### src/rtl/m_spi_sequencer.sv
// Burst sequencer for an SPI master: launches WORDS 64-bit frames and checks
// the slave's one-frame-lagged echo. It reports pass/fail, a timeout abort and a saturating mismatch count.
module m_spi_sequencer #(
  parameter int unsigned WORDS      = 8,
  parameter int unsigned GAP_CYCLES = 27,
  parameter int unsigned TIMEOUT    = 65535,
  parameter logic [31:0] SEED       = 32'hA5C3_0F00
) (
  input  logic        clk,
  input  logic        reset,
  input  logic        start,
  input  logic        spi_ready,
  input  logic        spi_done,
  input  logic [63:0] spi_rx_data,
  output logic        spi_go,
  output logic [63:0] spi_tx_data,
  output logic        busy,
  output logic [7:0]  word_idx,
  output logic [7:0]  err_cnt,
  output logic        pass,
  output logic        fail,
  output logic        timeout_flag
);

  typedef enum logic [2:0] {
    S_IDLE = 3'd0,
    S_LOAD = 3'd1,
    S_WAIT = 3'd2,
    S_GAP  = 3'd3,
    S_DONE = 3'd4
  } state_t;

  localparam logic [7:0]  LAST_IDX = 8'(WORDS - 32'd1);
  localparam logic [15:0] TO_LAST  = 16'(TIMEOUT - 32'd1);
  localparam logic [15:0] GAP_LAST = 16'(GAP_CYCLES - 32'd1);

  state_t      state_r, state_s;
  logic [15:0] wait_cnt_r, wait_cnt_s;
  logic [15:0] gap_cnt_r, gap_cnt_s;
  logic        go_s;
  logic [63:0] tx_s;
  logic        busy_s;
  logic [7:0]  idx_s;
  logic [7:0]  err_s;
  logic        pass_s;
  logic        fail_s;
  logic        tof_s;

  function automatic logic [63:0] tx_word(input logic [7:0] idx);
    return {SEED, 24'd0, idx};
  endfunction

  function automatic logic [7:0] sat_inc(input logic [7:0] v);
    return (v == 8'hFF) ? v : v + 8'd1;
  endfunction

  // Next-state and next-output logic; every output is registered below.
  always_comb begin
    state_s    = state_r;
    wait_cnt_s = wait_cnt_r;
    gap_cnt_s  = gap_cnt_r;
    go_s       = 1'b0;
    tx_s       = spi_tx_data;
    idx_s      = word_idx;
    err_s      = err_cnt;
    pass_s     = pass;
    fail_s     = fail;
    tof_s      = timeout_flag;
    case (state_r)
      S_IDLE: begin
        if (start) begin
          idx_s      = 8'd0;
          err_s      = 8'd0;
          pass_s     = 1'b0;
          fail_s     = 1'b0;
          tof_s      = 1'b0;
          tx_s       = tx_word(8'd0);
          wait_cnt_s = 16'd0;
          gap_cnt_s  = 16'd0;
          state_s    = S_LOAD;
        end else begin
          state_s = S_IDLE;
        end
      end
      S_LOAD: begin
        if (spi_ready) begin
          go_s       = 1'b1;
          wait_cnt_s = 16'd0;
          state_s    = S_WAIT;
        end else begin
          state_s = S_LOAD;
        end
      end
      S_WAIT: begin
        if (spi_done) begin
          wait_cnt_s = 16'd0;
          // The slave echoes the previous frame, so frame 0 has nothing to check.
          if ((word_idx != 8'd0) && (spi_rx_data != tx_word(word_idx - 8'd1))) begin
            err_s = sat_inc(err_cnt);
          end else begin
            err_s = err_cnt;
          end
          if (word_idx == LAST_IDX) begin
            state_s = S_DONE;
          end else begin
            idx_s     = word_idx + 8'd1;
            gap_cnt_s = 16'd0;
            if (GAP_CYCLES == 32'd0) begin
              tx_s    = tx_word(word_idx + 8'd1);
              state_s = S_LOAD;
            end else begin
              state_s = S_GAP;
            end
          end
        end else if (wait_cnt_r == TO_LAST) begin
          tof_s      = 1'b1;
          fail_s     = 1'b1;
          wait_cnt_s = 16'd0;
          state_s    = S_IDLE;
        end else begin
          wait_cnt_s = wait_cnt_r + 16'd1;
        end
      end
      S_GAP: begin
        if (gap_cnt_r == GAP_LAST) begin
          gap_cnt_s = 16'd0;
          tx_s      = tx_word(word_idx);
          state_s   = S_LOAD;
        end else begin
          gap_cnt_s = gap_cnt_r + 16'd1;
        end
      end
      S_DONE: begin
        pass_s  = (err_cnt == 8'd0);
        fail_s  = (err_cnt != 8'd0);
        state_s = S_IDLE;
      end
      default: begin
        state_s = S_IDLE;
      end
    endcase
    busy_s = (state_s != S_IDLE);
  end

  // State, counters and output registers with synchronous reset.
  always_ff @(posedge clk) begin
    if (reset) begin
      state_r      <= S_IDLE;
      wait_cnt_r   <= 16'd0;
      gap_cnt_r    <= 16'd0;
      spi_go       <= 1'b0;
      spi_tx_data  <= 64'd0;
      busy         <= 1'b0;
      word_idx     <= 8'd0;
      err_cnt      <= 8'd0;
      pass         <= 1'b0;
      fail         <= 1'b0;
      timeout_flag <= 1'b0;
    end else begin
      state_r      <= state_s;
      wait_cnt_r   <= wait_cnt_s;
      gap_cnt_r    <= gap_cnt_s;
      spi_go       <= go_s;
      spi_tx_data  <= tx_s;
      busy         <= busy_s;
      word_idx     <= idx_s;
      err_cnt      <= err_s;
      pass         <= pass_s;
      fail         <= fail_s;
      timeout_flag <= tof_s;
    end
  end

endmodule
### config.mk
export PLATFORM = sky130hd
export DESIGN_NAME = m_spi_sequencer
export DESIGN_NICKNAME = d
export VERILOG_FILES = /design/src/rtl/m_spi_sequencer.sv
export SDC_FILE = /design/constraint.sdc
export NUM_CORES = 1
export LEC_CHECK = 0
export BUFFER_PORTS_ARGS = -buffer_cell sky130_fd_sc_hd__buf_2
export CAP_MARGIN = 10
export CELL_PAD_IN_SITES_DETAIL_PLACEMENT = 1
export CELL_PAD_IN_SITES_GLOBAL_PLACEMENT = 1
export CORE_ASPECT_RATIO = 1.75
export CORE_UTILIZATION = 38
export CTS_CLUSTER_SIZE = 25
export DETAILED_ROUTE_END_ITERATION = 7
export HOLD_SLACK_MARGIN = 0.03
export PLACE_DENSITY_LB_ADDON = 0.2
export SLEW_MARGIN = 10
export SYNTH_ARGS = -nofsm -noshare
export SYNTH_HDL_FRONTEND = slang
export SYNTH_SLANG_ARGS = --single-unit
### constraint.sdc
create_clock -name clk -period 5.5 [get_ports clk]
set_clock_uncertainty 0.15 [all_clocks]
set_input_delay 0.55 -clock clk [delete_from_list [all_inputs] [get_ports clk]]
set_output_delay 0.55 -clock clk [all_outputs]
set_load 0.02 [all_outputs]
# Yosys cells after proc, flatten, opt, wreduce, memory -nomap -nowiden
# Cells that the tools add are included.
word_totals:
  register_bits: 120
  latch_bits: 0
  mem_bits_rw: 0
  rom_bits: 0
  inputBits: 69
  out_inout_bits: 85
  word_cells: 90
  mem_count: 0
op_classes:
  add_sub_neg: 5
  n_mul: 0
  div: 0
  order_cmp: 0
  eq_ne: 18
  shifts: 0
  n_mux: 34
  bitwise: 1
  n_reduce_logical: 21
op_table:
  columns: ["cell", "count"]
  rows:
  - ["2-to-1 mux 64 bit", 2]
  - ["case mux 64 bit (2 select lines)", 1]
  - ["2-to-1 mux 16 bit", 7]
  - ["case mux 16 bit (3 select lines)", 2]
  - ["!= test 64 bit", 1]
  - ["2-to-1 mux 8 bit", 6]
  - ["adder 16 x 1 -> 16 bit (second input constant)", 2]
  - ["case mux 8 bit (2 select lines)", 2]
  - ["!= test 2 bit (second input constant)", 9]
  - ["adder 8 x 1 -> 8 bit (second input constant)", 2]
  - ["equality test 16 bit (second input constant)", 1]
  - ["equality test 16 x 5 -> 1 bit (second input constant)", 1]
  - ["AND reduction 4 bit", 4]
  - ["nonzero test 8 bit", 2]
  - ["2-to-1 mux 3 bit", 4]
  - ["case mux 3 bit (4 select lines)", 1]
  - ["nonzero test 3 bit", 4]
  - ["equality test 8 x 3 -> 1 bit (second input constant)", 1]
  - ["equality test 8 bit (second input constant)", 1]
  - ["zero test 8 bit", 1]
  - ["subtractor 8 x 1 -> 8 bit (second input constant)", 1]
  - ["equality test 3 x 2 -> 1 bit (second input constant)", 2]
  - ["AND reduction 3 bit", 2]
  - ["nonzero test 2 bit", 3]
  - ["12 further kinds", 17]

# Depth between registers and ports, before layout
# Gate-level depths: netlist of run 1.
logic_depth:
  ltp_word: 6
  ltp_mapped: 10
  mapped_depth_nobuf: 8

# Worst setup path before layout of run 1
# No wires, ideal clock.
synth_timing:
  kind: "reg2reg"
  start: "register word_idx[0]"
  end: "register err_cnt[3]"
  setup_ns: 0.073
  arrival_ns: 2.324
  required_ns: 5.277
  slack_ns: 2.953
  path_stages_with_launch: 11
  path_buffers: 2
  synth_period_minus_slack_ns: 2.547
  cell_sequence: "dfxtp_1 clkbuf_1 inv_1 ha_1 or3b_1 xnor2_1 nor2_1 o2111a_1 buf_4 or3_1 a21oi_1"
synth_via:
  elab_chain_cells: 5
  word_cells_on_any_way: 6
  cone_classes: "add/sub: 1; eq/ne: 2; reduce/logical: 3"
synth_lines:
  columns: ["item", "line", "rtl"]
  rows:
  - ["start, declared", "18", "output logic [7:0] word_idx,"]
  - ["start signal, assigned", "166", "word_idx <= idx_s;"]
  - ["subtractor 8 x 1 -> 8 bit", "98", "if ((word_idx != 8'd0) && (spi_rx_data != tx_word(word_idx - 8'd1))) begin"]
  - ["!= test 64 bit", "98", null]
  - ["logical AND 1 bit *", "98", null]
  - ["!= test 2 bit (no source line) *", null, null]
  - ["AND reduction 5 bit (no source line) *", null, null]
  - ["end signal, assigned", "167", "err_cnt <= err_s;"]
  - ["end, declared", "19", "output logic [7:0] err_cnt,"]
# Every way passes the cells marked *; elsewhere a longest branch is shown, timed or not.
# A chain may end at the register's enable or synchronous reset.

# Worst setup path after layout of run 1
layout_timing:
  start: "register word_idx[0]"
  end: "register err_cnt[1]"
# Same word-level chain as after synthesis.

==> impl_metrics.env, run 1 <==
export IMPL_clkTransAtPathRegs_ns=0.06
export IMPL_syn_to_final_growth_pct=16.73
export IMPL_cp_end_kind="flip-flop"
export IMPL_floorplan_initialDensity_pct=39.07
export IMPL_synth_top_area_share_pct=32.53
export IMPL_die_area_um2=10960
export IMPL_maxCapViolCount=0
export IMPL_finalCritPeriodShare_pct=51.14
export IMPL_async_flop_share_pct=0
export IMPL_synth_compound_area_share_pct=10.67
export IMPL_wire_per_inst_um=15.71
export IMPL_dp_hpwl_um=8663
export IMPL_ys_warn_count=0
export IMPL_cts_buffer_depth=2
export IMPL_synthTopCellsByArea="dfxtp_1 33%, buf_4 11%, nor2_1 6.1%"
export IMPL_drv_slew=0
export IMPL_rsz0062_at_grt="false"
export IMPL_die_h_um=137.7
export IMPL_final_layout_size_suffix_gt1_share_pct=23.02
export IMPL_rows=49
export IMPL_critPathMaxStageDelay_ns=0.52
export IMPL_setup_tns_ns=0
export IMPL_dr_pass1_iters=5
export IMPL_first_global_vias=3727
export IMPL_synth_avg_cell_area_um2=8.214
export IMPL_required_ns=5.57
export IMPL_cts_tree="built"
export IMPL_nNetsFinal=655
export IMPL_critPathBufInv=1
export IMPL_avgViaCountPerCell=5.221
export IMPL_ir_drop_mv=0.1808
export IMPL_worstPathArrival_ns=2.88
export IMPL_synthSimpleGateAreaFrac_pct=27.87
export IMPL_final_util_pct=45.61
export IMPL_post_cts_setup_buffers=0
export IMPL_leakage_nw=1.974
export IMPL_synthXorXnorAreaFrac_pct=9.196
export IMPL_drc=0
export IMPL_hold_violations=0
export IMPL_antenna_cells=0
export IMPL_grt_pass1_wl_um=17350
export IMPL_crit_family="simple AND/OR/NAND/NOR gates"
export IMPL_fin_crit_ns=2.813
export IMPL_ys_flop_type="dfxtp_1"
export IMPL_drt_iter0_drc=79
export IMPL_powerDensity_nw_per_um2=282.9
export IMPL_fmax_ghz=0.3555
export IMPL_synth_mux_area_share_pct=2.252
export IMPL_critPathLaunchType="flip-flop"
export IMPL_place_gp_congestion=0.8162
export IMPL_clkLatencyLatePin_ns=0.34
export IMPL_postCtsHoldBufs=0
export IMPL_ctsHtreeMaxLevel=3
export IMPL_die_w_um=79.56
export IMPL_cp_slowest_cell="or4_1"
export IMPL_seq_area_frac_synth_pct=32.53
export IMPL_track_usage_pct=20.84
export IMPL_hold_path_class="flip-flop to flip-flop"
export IMPL_synth_area_leader_cell="dfxtp_1"
export IMPL_clock_sink_count=65
export IMPL_tightest_slew_ns=1.067
export IMPL_synth_cells=487
export IMPL_syn_area_um2=4000
export IMPL_io_buffers=109
export IMPL_synth_edf_count=0
export IMPL_synth_top_family_by_area="simple AND/OR/NAND/NOR gates"
export IMPL_numCtsBuffers=9
export IMPL_grt_max_degree=26
export IMPL_yosys_cell_types_count=56
export IMPL_slew_headroom_pct=27.00
export IMPL_clockRootBuffer="clkbuf_16"
export IMPL_path_class="flip-flop to flip-flop"
export IMPL_rrSetupSlack_ns=2.69
export IMPL_ant_nets=0
export IMPL_status="complete, no violations"
export IMPL_finalWirelength_um=11140
export IMPL_ios=154
export IMPL_setup_violations=0
export IMPL_overflow=0
export IMPL_antenna_found_initial=0
export IMPL_crit_chain="inv_1 > ha_1 > or3b_1 > xnor2_1 > nor2_1 > o2111a_1 > or4_1 > o311ai_0"
export IMPL_ys_seq_elements=65
export IMPL_worstPathMaxFanout=12
export IMPL_dr_total_vias=3702
export IMPL_ctsResizeCount=0
export IMPL_synthAdderAreaFrac_pct=2.815
export IMPL_core_area_um2=10240
## worst paths after layout
kind                            start                 endpoint  cells after the start
max          word_idx[0]$_SDFFE_PP0P_  err_cnt[1]$_SDFFE_PP0P_                      8
min                 fail$_SDFFE_PP0P_        fail$_SDFFE_PP0P_                      2
min reg2reg         fail$_SDFFE_PP0P_        fail$_SDFFE_PP0P_                      2
max reg2reg  word_idx[0]$_SDFFE_PP0P_  err_cnt[1]$_SDFFE_PP0P_                      8
## placed cells by master, fill, tap and decap left out, drive strengths merged, types with 3 or more instances in the layout
cell	instances
o311ai	3
and4	4
or3	9
o21ai	18
and3	7
nor4	15
nor3	10
xnor2	20
nor4bb	4
inv	16
dfxtp	65
nand4	23
clkbuf	12
or4	3
xor2	22
nor4b	4
and2	9
nand2b	6
nand3	14
ha	9
nand2	25
nor2	65
mux2i	9
buf	109
conb	44
a21oi	19
a211oi	4
## layout make-up
type	count	area (um^2)
Fill cell	1335	5569
Clock inverter	4	76.32
Clock buffer	12	246.5
Tap cell	127	158.9
Multi-Input combinational cell	376	2281
Timing Repair Buffer	109	545.5
Inverter	16	60.06
Sequential cell	65	1301
## worst min-delay path, delay by kind of cell (launching register included)
family,cells,cell delay (ns)
compound gates,1,0.07
flops,1,0.31
buf+inv,1,0.05
## synth_stat cells (all sizes together) (2+ instances only)
cell     number
a2111oi       2
a211oi        4
a21oi        19
a22oi         2
and2          9
and3          7
and4          4
buf          62
clkbuf       11
dfxtp        65
ha            9
inv          16
mux2i         9
nand2        25
nand2b        6
nand3        14
nand3b        2
nand4        23
nor2         65
nor3         10
nor4         15
nor4b         4
nor4bb        4
o2111a        2
o2111ai       2
o211ai        2
o21a          2
o21ai        18
o311ai        3
or2b          2
or3           9
or4           3
or4b          2
xnor2        20
xor2         22
## power by group
| part | internal (mW) | leakage (nW) | switching, mW |
|---|---|---|---|
| clock | 0.410 | 0.153 | 0.209 |
| combinational | 0.0666 | 1.30 | 0.139 |
| sequential | 0.481 | 0.525 | 0.0153 |
## metrics by stage
step,worst slack [ns],power [mW],cell area (um^2),cells,hold WS [ns]
after floorplan,2.953,0.6804,4161,530,0.3040
after global placement,2.673,0.7070,4343,693,0.3141
after detailed placement,2.600,0.7117,4343,693,0.3214
after CTS,2.600,1.338,4666,709,0.3461
after global routing,2.458,1.376,4669,709,0.3726
final,2.687,1.321,4669,709,0.3427
## metal layers
layer  wire [um]  share of wire (%)  track usage [%]  vias up
met5           0                  0                0        -
met4         222                2.0            9.293        0
met3         593                5.3            4.503       12
met2        6486                 58            42.97      116
met1        3835                 34            18.27     1781
li1            -                  -                -     1793
## flip-flops by register name, summed over array words and instances (netlist names)
signal and cells:
busy 1, state_r 3, fail 1, err_cnt 8
pass 1, word_idx 8, wait_cnt_r 16, spi_tx_data 9
gap_cnt_r 16, spi_go 1, timeout_flag 1
## kinds of logic (layout without fill, tap and decap cells)
family,after synthesis,in the layout
buffers and inverters,89,141
xor gates and xnor gates,42,42
muxes,9,9
DFF,65,65
adders and majority gates,9,9
AOI/OAI and AO/OA,63,63
other,1,44
and+or+nand+nor,209,209
(Power assumes the default switching activity.)
==> run 2, diff against run 1 <==
Settings changed: CORE_UTILIZATION 38 to 35.
Clock period 5.5 ns to 2.6 ns, I/O delays scaled along.
==> impl_metrics.env, run 2 (synthesis results as in run 1) <==
export IMPL_grt_pass1_wl_um=18710
export IMPL_cp_end_kind="flip-flop"
export IMPL_critPathBufInv=1
export IMPL_clock_sink_count=65
export IMPL_grt_busiest_layer="met2"
export IMPL_syn_to_final_growth_pct=22.33
export IMPL_tightest_slew_ns=0.8757
export IMPL_hold_violations=0
export IMPL_power_internal_mw=2.131
export IMPL_clockPowerShare_pct=47.8
export IMPL_p_comb_share_pct=16.8
export IMPL_final_util_pct=44.07
export IMPL_ios=154
export IMPL_p_sw_uw=804.7
export IMPL_met1_usage_pct=17.44
export IMPL_die_h_um=143.4
export IMPL_pre_cts_ws_ns=-0.02193
export IMPL_seq_area_um2=1301
export IMPL_clockRootBuffer="clkbuf_16"
export IMPL_p_seq_share_pct=35.4
export IMPL_ctsHtreeMaxLevel=3
export IMPL_hold_path_depth=3
export IMPL_worstPathMaxFanout=8
export IMPL_clkLatencyLatePin_ns=0.34
export IMPL_cts_tree="built"
export IMPL_layout_commonest_cell="buf_2"
export IMPL_numCtsBuffers=9
export IMPL_wire_per_inst_um=15.87
export IMPL_swShare_pct=27.41
export IMPL_cp_slowest_cell="or4_4"
export IMPL_fill_cells=1419
export IMPL_crit_family="simple AND/OR/NAND/NOR gates"
export IMPL_overflow=0
export IMPL_avgViaCountPerCell=5.132
export IMPL_postCtsHoldBufs=0
export IMPL_status="complete, no violations"
export IMPL_dr_pass1_iters=4
export IMPL_finalCritPeriodShare_pct=94.97
export IMPL_use_met3_pct=4.078
export IMPL_path_depth=6
export IMPL_required_ns=2.64
export IMPL_met2_usage_pct=42.28
export IMPL_rsz0062_at_grt="false"
export IMPL_core_area_um2=11100
export IMPL_critPathLaunchType="flip-flop"
export IMPL_grt_max_degree=26
export IMPL_antenna_cells=0
export IMPL_rows=51
export IMPL_hold_path_class="primary input to flip-flop"
export IMPL_final_cell_mix="109 x buf_2, 65 x nor2_1, 65 x dfxtp_1, 44 x conb_1, 25 x nand2_1"
export IMPL_die_w_um=82.82
export IMPL_place_gp_congestion=0.8201
export IMPL_cts_buffer_depth=2
export IMPL_drt_iter0_drc=68
export IMPL_final_layout_size_suffix_gt1_share_pct=26.99
export IMPL_fmax_ghz=0.4050
export IMPL_worstPathArrival_ns=2.51
export IMPL_crit_chain="or4_4 > or4b_1 > and3_2 > inv_1 > or4_1 > o311ai_0"
export IMPL_die_area_um2=11880
export IMPL_ant_nets=0
export IMPL_leakage_nw=2.104
export IMPL_dr_total_vias=3777
export IMPL_finalWirelength_um=11680
export IMPL_path_class="flip-flop to flip-flop"
export IMPL_drv_slew=0
export IMPL_maxCapViolCount=0
export IMPL_drc=0
export IMPL_multiInputGateArea_um2=2301
export IMPL_setup_violations=0
export IMPL_fin_crit_ns=2.469
export IMPL_io_buffers=109
export IMPL_floorplan_initialDensity_pct=36.03
export IMPL_power_total_mw=2.936
export IMPL_r2r_cells=6
export IMPL_dp_hpwl_um=9244
export IMPL_clkTransAtPathRegs_ns=0.06
export IMPL_powerDensity_nw_per_um2=599.9
export IMPL_slew_headroom_pct=41.23
export IMPL_critPathMaxStageDelay_ns=0.59
export IMPL_ir_drop_mv=0.3382
export IMPL_setup_slack_ns=0.1307
export IMPL_largestRegisters="gap_cnt_r: 16 flops, wait_cnt_r: 16 flops, spi_tx_data: 9 flops"
export IMPL_nNetsFinal=677
export IMPL_track_usage_pct=19.83
export IMPL_antenna_found_initial=0
export IMPL_first_global_vias=3922
-- run 2: per-layer routing --
layer,part of all wire (%),vias up
li1,-,1842
met1,35,1800
met2,59,121
met3,4.6,14
met4,2.1,0
met5,0,-
-- run 2: what timing repair did --
action | CTS | global route
endpoints found under the setup margin | 2 | 1
setup buffers | 0 | 0
pin swaps | 0 | 1
resized for setup | 2 | 4
-- run 2: final timing paths --
check | endpoint | slack (ns) | startpoint
worst max-delay path | err_cnt[1]$_SDFFE_PP0P_ | 0.13 | word_idx[3]$_SDFFE_PP0P_
worst min-delay path | state_r[2]$_SDFF_PP0_ | 0.12 | spi_done
worst min register to register | timeout_flag$_SDFFE_PP0P_ | 0.33 | timeout_flag$_SDFFE_PP0P_
worst max register to register | err_cnt[1]$_SDFFE_PP0P_ | 0.13 | word_idx[3]$_SDFFE_PP0P_
-- run 2: cell type report --
class                      instances  area share [%]
clock buffer                       9           4.602
sequential                        65           26.59
multi-input combinational        376           47.02
timing repair buffer             131           14.78
tap                              132           3.375
clock inverter                     7           2.403
inverter                          16           1.227
-- run 2: power by group through the flow --
stage / Sequential (mW) / Combinational [mW] / Clock [mW]
2_1_floorplan: 1.07 / 0.372 / 0
6_report: 1.04 / 0.492 / 1.40
5_1_grt: 1.04 / 0.537 / 1.47
3_3_place_gp: 1.06 / 0.475 / 0
4_1_cts: 1.04 / 0.490 / 1.43
3_5_place_dp: 1.06 / 0.486 / 0
-- run 2: stage by stage --
step | TNS [ns] | instance area [um^2] | hold slack, ns | instances
after floorplan | 0 | 4161 | 0.3040 | 530
after global placement | 0 | 4527 | 0.3163 | 720
after detailed placement | -0.03495 | 4527 | 0.3283 | 720
after CTS | 0 | 4881 | 0.1103 | 736
after global routing | 0 | 4893 | 0.1332 | 736
final | 0 | 4893 | 0.1212 | 736
-- run 2: worst register-to-register path, stage by stage (launching register included) --
cell,delay (ns)
dfxtp_1,0.38
or4_4,0.59
or4b_1,0.56
and3_2,0.30
inv_1,0.11
or4_1,0.12
o311ai_0,0.12
